--- config.mk ---
export PLATFORM = sky130hd
export DESIGN_NAME = clk_sel_seq
export DESIGN_NICKNAME = d
export VERILOG_FILES = /design/src/rtl/clk_sel_seq_pkg.sv /design/src/rtl/clk_sel_wdog.sv /design/src/rtl/clk_sel_seq.sv
export SDC_FILE = /design/constraint.sdc
export NUM_CORES = 1
export LEC_CHECK = 0
export ABC_AREA = 1
export ABC_CLOCK_PERIOD_IN_PS = 1550
export BUFFER_PORTS_ARGS = -buffer_cell sky130_fd_sc_hd__buf_4
export CORE_MARGIN = 3
export CORE_UTILIZATION = 54
export CTS_BUF_LIST = sky130_fd_sc_hd__clkbuf_4 sky130_fd_sc_hd__clkbuf_8
export DETAILED_ROUTE_END_ITERATION = 10
export PLACE_DENSITY_LB_ADDON = 0.08
export SLEW_MARGIN = 20
export SYNTH_ARGS = -nofsm -noshare
export SYNTH_HDL_FRONTEND = slang
export SYNTH_SLANG_ARGS = --single-unit
--- constraint.sdc ---
create_clock -name clk -period 1.55 [get_ports clk]
set_clock_uncertainty 0.15 [all_clocks]
set_input_delay 0.31 -clock clk [delete_from_list [all_inputs] [get_ports clk]]
set_output_delay 0.31 -clock clk [all_outputs]
set_load 0.01 [all_outputs]
--- src/rtl/clk_sel_seq_pkg.sv ---
// Shared types and helpers for the clock-select sequencer.
// Holds the FSM state encoding, counter widths and a clog2 helper used
// to size the select ports. No ports (package).
package clk_sel_seq_pkg;

    typedef enum logic [1:0] {
        ST_IDLE = 2'd0,
        ST_OFF  = 2'd1,
        ST_ON   = 2'd2,
        ST_FIN  = 2'd3
    } state_t;

    localparam int CNT_W  = 8;
    localparam int WDOG_W = 16;

    // Ceiling log2 with a floor of 1 so a 2-channel build still gets a 1-bit select.
    function automatic int clog2_min1(input int n);
        int w;
        int p;
        w = 32'sd1;
        p = 32'sd2;
        while (p < n) begin
            w = w + 32'sd1;
            p = p * 32'sd2;
        end
        return w;
    endfunction

endpackage

--- src/rtl/clk_sel_wdog.sv ---
// Switch watchdog for the clock-select sequencer.
// Counts clk cycles while run is high and raises timeout once LIMIT cycles
// have elapsed; dropping run clears both counter and flag.
// Ports: clk, rst_n (async, active-low), srst (sync soft reset),
//        run (count enable / clear when low), timeout (registered flag).
module clk_sel_wdog
    import clk_sel_seq_pkg::*;
#(
    parameter int LIMIT = 64
) (
    input  logic clk,
    input  logic rst_n,
    input  logic srst,
    input  logic run,
    output logic timeout
);

    localparam logic [WDOG_W-1:0] LAST = WDOG_W'(LIMIT - 1);

    logic [WDOG_W-1:0] cnt_r;
    logic              timeout_r;

    // Cycle counter with sticky timeout while run stays high.
    always_ff @(posedge clk or negedge rst_n) begin
        if (!rst_n) begin
            cnt_r     <= {WDOG_W{1'b0}};
            timeout_r <= 1'b0;
        end else if (srst || !run) begin
            cnt_r     <= {WDOG_W{1'b0}};
            timeout_r <= 1'b0;
        end else if (cnt_r == LAST) begin
            timeout_r <= 1'b1;
        end else begin
            cnt_r <= cnt_r + WDOG_W'(1);
        end
    end

    assign timeout = timeout_r;

endmodule

--- src/rtl/clk_sel_seq.sv ---
// Glitch-free clock-select sequencer: break-before-make switching between
// NCH gated clock channels with a dead gap and a settle interval.
// Optional watchdog under macro CLK_SEL_SEQ_WDOG_EN: aborts a switch whose
// target source is not alive and restores the previous channel.
// Ports: clk, rst_n (async active-low), srst (sync soft reset),
//        req_valid/req_sel/req_ready (switch request handshake),
//        alive (per-channel running level, watchdog build only),
//        ce (one-hot or zero enables), cur_sel, busy, done, err.
module clk_sel_seq
    import clk_sel_seq_pkg::*;
#(
    parameter int NCH        = 4,
    parameter int SW         = clog2_min1(NCH),
    parameter int INIT_SEL   = 0,
    parameter int DEAD_CYC   = 4,
    parameter int SETTLE_CYC = 2,
    parameter int WDOG_CYC   = 64
) (
    input  logic           clk,
    input  logic           rst_n,
    input  logic           srst,
    input  logic           req_valid,
    input  logic [SW-1:0]  req_sel,
`ifdef CLK_SEL_SEQ_WDOG_EN
    input  logic [NCH-1:0] alive,
`endif
    output logic           req_ready,
    output logic [NCH-1:0] ce,
    output logic [SW-1:0]  cur_sel,
    output logic           busy,
    output logic           done,
    output logic           err
);

    localparam logic [NCH-1:0]   CE_ONE    = {{(NCH-1){1'b0}}, 1'b1};
    localparam logic [NCH-1:0]   CE_INIT   = CE_ONE << INIT_SEL;
    localparam logic [SW-1:0]    SEL_INIT  = SW'(INIT_SEL);
    localparam logic [CNT_W-1:0] DEAD_LD   = CNT_W'(DEAD_CYC);
    localparam logic [CNT_W-1:0] SETTLE_LD = CNT_W'(SETTLE_CYC);
    localparam logic [SW:0]      NCH_LIM   = (SW+1)'(NCH);

    state_t            state_r, state_s;
    logic [CNT_W-1:0]  cnt_r, cnt_s;
    logic [SW-1:0]     tgt_r, tgt_s;
    logic [SW-1:0]     prev_r, prev_s;
    logic [NCH-1:0]    ce_r, ce_s;
    logic [SW-1:0]     cur_sel_r, cur_sel_s;
    logic              done_r, done_s;
    logic              err_r, err_s;
    logic              ready_r, ready_s;
    logic              busy_r, busy_s;
    logic              abort_r, abort_s;

    logic              acc_s, bad_s, same_s, cnt_zero_s;
    logic              wd_abort_s, alive_ok_s;

    assign acc_s      = req_valid & ready_r;
    assign bad_s      = ({1'b0, req_sel} >= NCH_LIM);
    assign same_s     = (req_sel == cur_sel_r);
    assign cnt_zero_s = (cnt_r == {CNT_W{1'b0}});

`ifdef CLK_SEL_SEQ_WDOG_EN
    logic wd_run_s, wd_timeout_s;

    // Watchdog runs from OFF entry until the switch finishes; the restore leg is not timed.
    assign wd_run_s   = ((state_r == ST_OFF) || (state_r == ST_ON)) && !abort_r;
    assign wd_abort_s = wd_timeout_s & ~alive[tgt_r] & ~abort_r;
    assign alive_ok_s = alive[tgt_r];

    clk_sel_wdog #(
        .LIMIT   (WDOG_CYC)
    ) u_wdog (
        .clk     (clk),
        .rst_n   (rst_n),
        .srst    (srst),
        .run     (wd_run_s),
        .timeout (wd_timeout_s)
    );
`else
    logic [15:0] unused_wdog_s;

    assign unused_wdog_s = 16'(WDOG_CYC);
    assign wd_abort_s    = 1'b0;
    assign alive_ok_s    = 1'b1;
`endif

    // FSM state register.
    always_ff @(posedge clk or negedge rst_n) begin
        if (!rst_n) begin
            state_r <= ST_IDLE;
        end else if (srst) begin
            state_r <= ST_IDLE;
        end else begin
            state_r <= state_s;
        end
    end

    // FSM next-state decode.
    always_comb begin
        state_s = state_r;
        case (state_r)
            ST_IDLE: begin
                if (acc_s && !bad_s && !same_s) begin
                    state_s = ST_OFF;
                end else begin
                    state_s = ST_IDLE;
                end
            end
            ST_OFF: begin
                if (wd_abort_s) begin
                    state_s = ST_OFF;
                end else if (cnt_zero_s) begin
                    // The restore leg skips settling and reports straight from FIN.
                    state_s = abort_r ? ST_FIN : ST_ON;
                end else begin
                    state_s = ST_OFF;
                end
            end
            ST_ON: begin
                if (wd_abort_s) begin
                    state_s = ST_OFF;
                end else if (cnt_zero_s && alive_ok_s) begin
                    state_s = ST_FIN;
                end else begin
                    state_s = ST_ON;
                end
            end
            ST_FIN: begin
                state_s = ST_IDLE;
            end
            default: begin
                state_s = ST_IDLE;
            end
        endcase
    end

    // FSM datapath and output decode; all results land in registers.
    always_comb begin
        cnt_s     = cnt_r;
        tgt_s     = tgt_r;
        prev_s    = prev_r;
        ce_s      = ce_r;
        cur_sel_s = cur_sel_r;
        done_s    = 1'b0;
        err_s     = 1'b0;
        abort_s   = abort_r;
        case (state_r)
            ST_IDLE: begin
                if (acc_s) begin
                    if (bad_s) begin
                        err_s = 1'b1;
                    end else if (same_s) begin
                        done_s = 1'b1;
                    end else begin
                        tgt_s  = req_sel;
                        prev_s = cur_sel_r;
                        ce_s   = {NCH{1'b0}};
                        cnt_s  = DEAD_LD;
                    end
                end else begin
                    abort_s = 1'b0;
                end
            end
            ST_OFF: begin
                if (wd_abort_s) begin
                    tgt_s   = prev_r;
                    cnt_s   = DEAD_LD;
                    abort_s = 1'b1;
                end else if (cnt_zero_s) begin
                    ce_s      = CE_ONE << tgt_r;
                    cur_sel_s = tgt_r;
                    if (abort_r) begin
                        err_s = 1'b1;
                    end else begin
                        cnt_s = SETTLE_LD;
                    end
                end else begin
                    cnt_s = cnt_r - CNT_W'(1);
                end
            end
            ST_ON: begin
                if (wd_abort_s) begin
                    ce_s    = {NCH{1'b0}};
                    tgt_s   = prev_r;
                    cnt_s   = DEAD_LD;
                    abort_s = 1'b1;
                end else if (cnt_zero_s) begin
                    // Counter parks at zero while waiting for the target source.
                    done_s = alive_ok_s;
                end else begin
                    cnt_s = cnt_r - CNT_W'(1);
                end
            end
            ST_FIN: begin
                abort_s = 1'b0;
            end
            default: begin
                abort_s = 1'b0;
            end
        endcase
        ready_s = (state_s == ST_IDLE);
        busy_s  = (state_s != ST_IDLE);
    end

    // Datapath and output registers.
    always_ff @(posedge clk or negedge rst_n) begin
        if (!rst_n) begin
            cnt_r     <= {CNT_W{1'b0}};
            tgt_r     <= SEL_INIT;
            prev_r    <= SEL_INIT;
            ce_r      <= CE_INIT;
            cur_sel_r <= SEL_INIT;
            done_r    <= 1'b0;
            err_r     <= 1'b0;
            ready_r   <= 1'b0;
            busy_r    <= 1'b0;
            abort_r   <= 1'b0;
        end else if (srst) begin
            cnt_r     <= {CNT_W{1'b0}};
            tgt_r     <= SEL_INIT;
            prev_r    <= SEL_INIT;
            ce_r      <= CE_INIT;
            cur_sel_r <= SEL_INIT;
            done_r    <= 1'b0;
            err_r     <= 1'b0;
            ready_r   <= 1'b0;
            busy_r    <= 1'b0;
            abort_r   <= 1'b0;
        end else begin
            cnt_r     <= cnt_s;
            tgt_r     <= tgt_s;
            prev_r    <= prev_s;
            ce_r      <= ce_s;
            cur_sel_r <= cur_sel_s;
            done_r    <= done_s;
            err_r     <= err_s;
            ready_r   <= ready_s;
            busy_r    <= busy_s;
            abort_r   <= abort_s;
        end
    end

    assign req_ready = ready_r;
    assign ce        = ce_r;
    assign cur_sel   = cur_sel_r;
    assign busy      = busy_r;
    assign done      = done_r;
    assign err       = err_r;

endmodule

==> Flow_metrics.wiki <==
{| class="wikitable"
! Metric !! Value
|-
| Count of final setup violators || 15
|-
| Fraction of power spent switching nets || 0.459
|-
| Outcome || finished, violations left
|-
| Clock buffer count from CTS || 3
|-
| Number of buffers on the longest clock path || 2
|-
| # H-tree levels || 1
|-
| Combinational fraction of design power || 0.725
|-
| Clock sinks || 21
|-
| Die Height || 55.2 um
|-
| Core region area || 2250 um^2
|-
| Initial antenna violation count || 0
|-
| Ys async rst share || 1.00
|-
| Clock insertion delay at the later pin of the skew report || 330 ps
|-
| Effective utilization at floorplan || 0.579
|-
| Max Cap Viol || 0
|-
| Max rail drop VDD || 1670 uV
|-
| Width of the chip || 55.2 um
|-
| Final core occ || 0.873
|-
| Wire length of the first global-routing pass || 6180 um
|-
| Share of total power in the clock network || 0.077
|-
| All-layer global routing usage || 0.292
|-
| Vias per Instance || 5.38
|-
| Part of the Yosys area used for sequential elements || 0.404
|-
| Count of flip-flops with a built-in enable after synthesis || 0
|-
| Fin. max-slew vios || 0
|-
| Avg Synthesized Cell Area || 7.54 um^2
|-
| Power per standard cell area || 1980 nW/um^2
|-
| Routed length per instance || 14.8 um
|-
| Register share of total power || 0.198
|-
| RR Endpoint || cnt_r[2]
|-
| Share of post-route cells with drive strength above 1 || 0.476
|-
| Detailed-placement wirelength estimate || 2550 um
|-
| DRC violation count after routing || 0
|-
| Capturing element type of the critical path || flip-flop
|-
| Share of the cycle needed by the critical path after routing || 1.09
|-
| Power Internal || 2110 uW
|-
| Most common cell after layout, fill and taps aside || sky130_fd_sc_hd__buf_4
|-
| Largest cells by area after synthesis || sky130_fd_sc_hd__dfrtp_1 (38%), sky130_fd_sc_hd__nand2_1 (12%), sky130_fd_sc_hd__nand3_1 (6.5%), sky130_fd_sc_hd__inv_1 (5.8%), sky130_fd_sc_hd__nor2_1 (5.2%)
|-
| Synthesized netlist net count || 183
|-
| PnR worst setup slack || -144 ps
|-
| RSZ-0062 raised after global routing || true
|-
| Initial DRC count || 30
|-
| Distinct cells, synth || 27
|-
| Master cell of the clock root buffer || sky130_fd_sc_hd__clkbuf_4
|-
| Final hold violation count || 0
|-
| Cell depth of the worst hold path || 3
|-
| Overall routed net length || 3840 um
|-
| Beginning of the worst hold path || req_sel[1]
|-
| Placed instance count || 241
|-
| Destination of the worst hold path || tgt_r[1]
|-
| Gr ovfl total || 0
|-
| Synthesis warning total || 0
|-
| Total chip power || 3910 uW
|-
| Number of standard cells in the layout, taps in and fillers out || 259
|-
| Sw power || 1790 uW
|-
| Violated checks || setup timing
|-
| Data arrival time at the worst-slack endpoint || 1770 ps
|-
| Syn Std Cell Area || 1310 um^2
|-
| Max Freq || 0.590 GHz
|-
| Startpoint of the most critical setup path || cnt_r[4]
|-
| Synthesis-stage register bit count || 21
|-
| Hold crit path type || primary input to flip-flop
|-
| IO Port Bufs || 14
|-
| Clock period minus worst slack || 1690 ps
|-
| I/O pin cnt || 16
|-
| Last weighted congestion value of the routability-driven placer || 0.854
|-
| Number of cells traversed by the worst register-to-register path || 8
|-
| Row Count || 17
|-
| Total number of vias || 1394
|-
| Data required time at the worst endpoint || 1630 ps
|-
| Via count of the first global-routing pass || 1337
|-
| Number of routed nets with antenna violations || 0
|-
| Final net count || 242
|-
| CTS tree || built
|-
| Library cell with the largest summed area after synthesis || sky130_fd_sc_hd__dfrtp_1
|-
| Setup slack on the worst flop-to-flop path || -140 ps
|-
| Leading cell types in the layout, fill and taps excluded || sky130_fd_sc_hd__buf_4 (52), sky130_fd_sc_hd__nand2_1 (35), sky130_fd_sc_hd__dfrtp_1 (20)
|-
| Cells after synthesis || 173
|-
| CP Max Fanout || 7
|-
| Die area || 3040 um^2
|-
| Commonest register cell after synthesis || sky130_fd_sc_hd__dfrtp_1
|-
| TritonRoute pass-1 iters || 4
|-
| Critical path type || flip-flop to flip-flop
|-
| Fraction of synthesized cell area taken by the top area cell type || 0.384
|-
| Startpoint of the lowest-slack register-to-register path || cnt_r[4]
|-
| Area added between synthesis and finish || 50.8%
|-
| Critical path launch point type || flip-flop
|-
| Antenna diode count || 0
|-
| Static Leak || 0.000950 uW
|-
| Largest net degree at the start of global routing || 22
|-
| Clk pin slew, worst setup/hold paths || 120 ps
|}
-- cells in the mapped netlist, types with 2 or more instances --
cell                      instances
sky130_fd_sc_hd__nand3_1         17
sky130_fd_sc_hd__nand3_2          2
sky130_fd_sc_hd__a21oi_2          4
sky130_fd_sc_hd__nor2_4           2
sky130_fd_sc_hd__buf_4            2
sky130_fd_sc_hd__nor2_1          18
sky130_fd_sc_hd__dfrtp_1         20
sky130_fd_sc_hd__o21ai_1          2
sky130_fd_sc_hd__nor2_2           3
sky130_fd_sc_hd__ha_1             4
sky130_fd_sc_hd__nand2_2          2
sky130_fd_sc_hd__nor3_1           3
sky130_fd_sc_hd__buf_6            2
sky130_fd_sc_hd__nand4_1          6
sky130_fd_sc_hd__inv_1           20
sky130_fd_sc_hd__a21oi_1          6
sky130_fd_sc_hd__o21ai_0          9
sky130_fd_sc_hd__nand2_1         42
-- cell type report --
cell class,instances,area [um^2]
flip-flops and latches,21,527
well taps,28,35.0
multi-input cells,127,830
repair buffers,58,465
fillers,115,287
inverters,21,81.3
clock buffers,4,30.0
-- timing repair --
action                                  4_1_cts  5_1_grt
hold endpoints to repair                     21        0
buffers inserted                             10        3
gates resized for setup                      14       14
endpoints found under the setup margin       15       20
hold buffers                                  1        0
pin swaps                                    16       12
-- state kept, by name, summed over array words and instances, names as in the netlist --
signal / count
done: 1
cnt_r: 8
state_r: 2
ce: 4
busy: 1
cur_sel: 2
tgt_r: 2
req_ready: 1
-- layer usage --
layer,share of wire,wire [um],track usage
met5,0,0,0
met4,0.032,122,0.154
met3,0.048,186,0.0643
met1,0.44,1680,0.352
met2,0.48,1860,0.484
-- power by group through the flow --
stage	clock, uW	combinational, uW	sequential, uW
after floorplan	0	1430	816
after global placement	0	2230	777
final	303	2830	773
after global routing	333	3040	787
after CTS	306	2580	766
after detailed placement	0	2300	783
-- stage by stage --
stage	cell area (um^2)	worst slack (ps)	hold WS, ps	TNS (ps)
6_report	1970	-144	91.8	-1460
2_1_floorplan	1410	-22.3	-136	-44.6
3_5_place_dp	1750	-131	57.6	-1280
3_3_place_gp	1750	-81.0	54.1	-745
5_1_grt	1970	-199	104	-2610
4_1_cts	1910	-90.9	83.9	-639
-- worst max path at each step --
| stage | end | cells after the start |
|---|---|---|
| 2_1_floorplan | cnt_r[6] | 8 |
| 3_3_place_gp | cnt_r[2] | 9 |
| 3_5_place_dp | cnt_r[0] | 10 |
| 4_1_cts | ce[1] | 9 |
| 5_1_grt | cnt_r[6] | 10 |
| 6_report | cnt_r[2] | 8 |
-- logic make-up after synthesis --
| group | after synthesis | share of synthesized area |
|---|---|---|
| AND/OR/NAND/NOR | 96 | 0.343 |
| buffers and inverters | 25 | 0.0892 |
| AO/OA/AOI/OAI | 24 | 0.109 |
| flip-flops | 21 | 0.404 |
| adder cells (fa/ha/maj) | 4 | 0.0384 |
| XOR/XNOR | 2 | 0.0134 |
| other | 1 | 0.00287 |
-- worst max-delay path, stage by stage, from the launching register on --
cell,delay (ps)
sky130_fd_sc_hd__dfrtp_1,420
sky130_fd_sc_hd__nor2_2,150
sky130_fd_sc_hd__nand2_2,110
sky130_fd_sc_hd__o21ai_4,310
sky130_fd_sc_hd__nand2_1,160
sky130_fd_sc_hd__nand2_1,110
sky130_fd_sc_hd__nand2_1,60
sky130_fd_sc_hd__nand3_1,60
sky130_fd_sc_hd__nand2_1,60
Power figures use the tool's default switching activity.
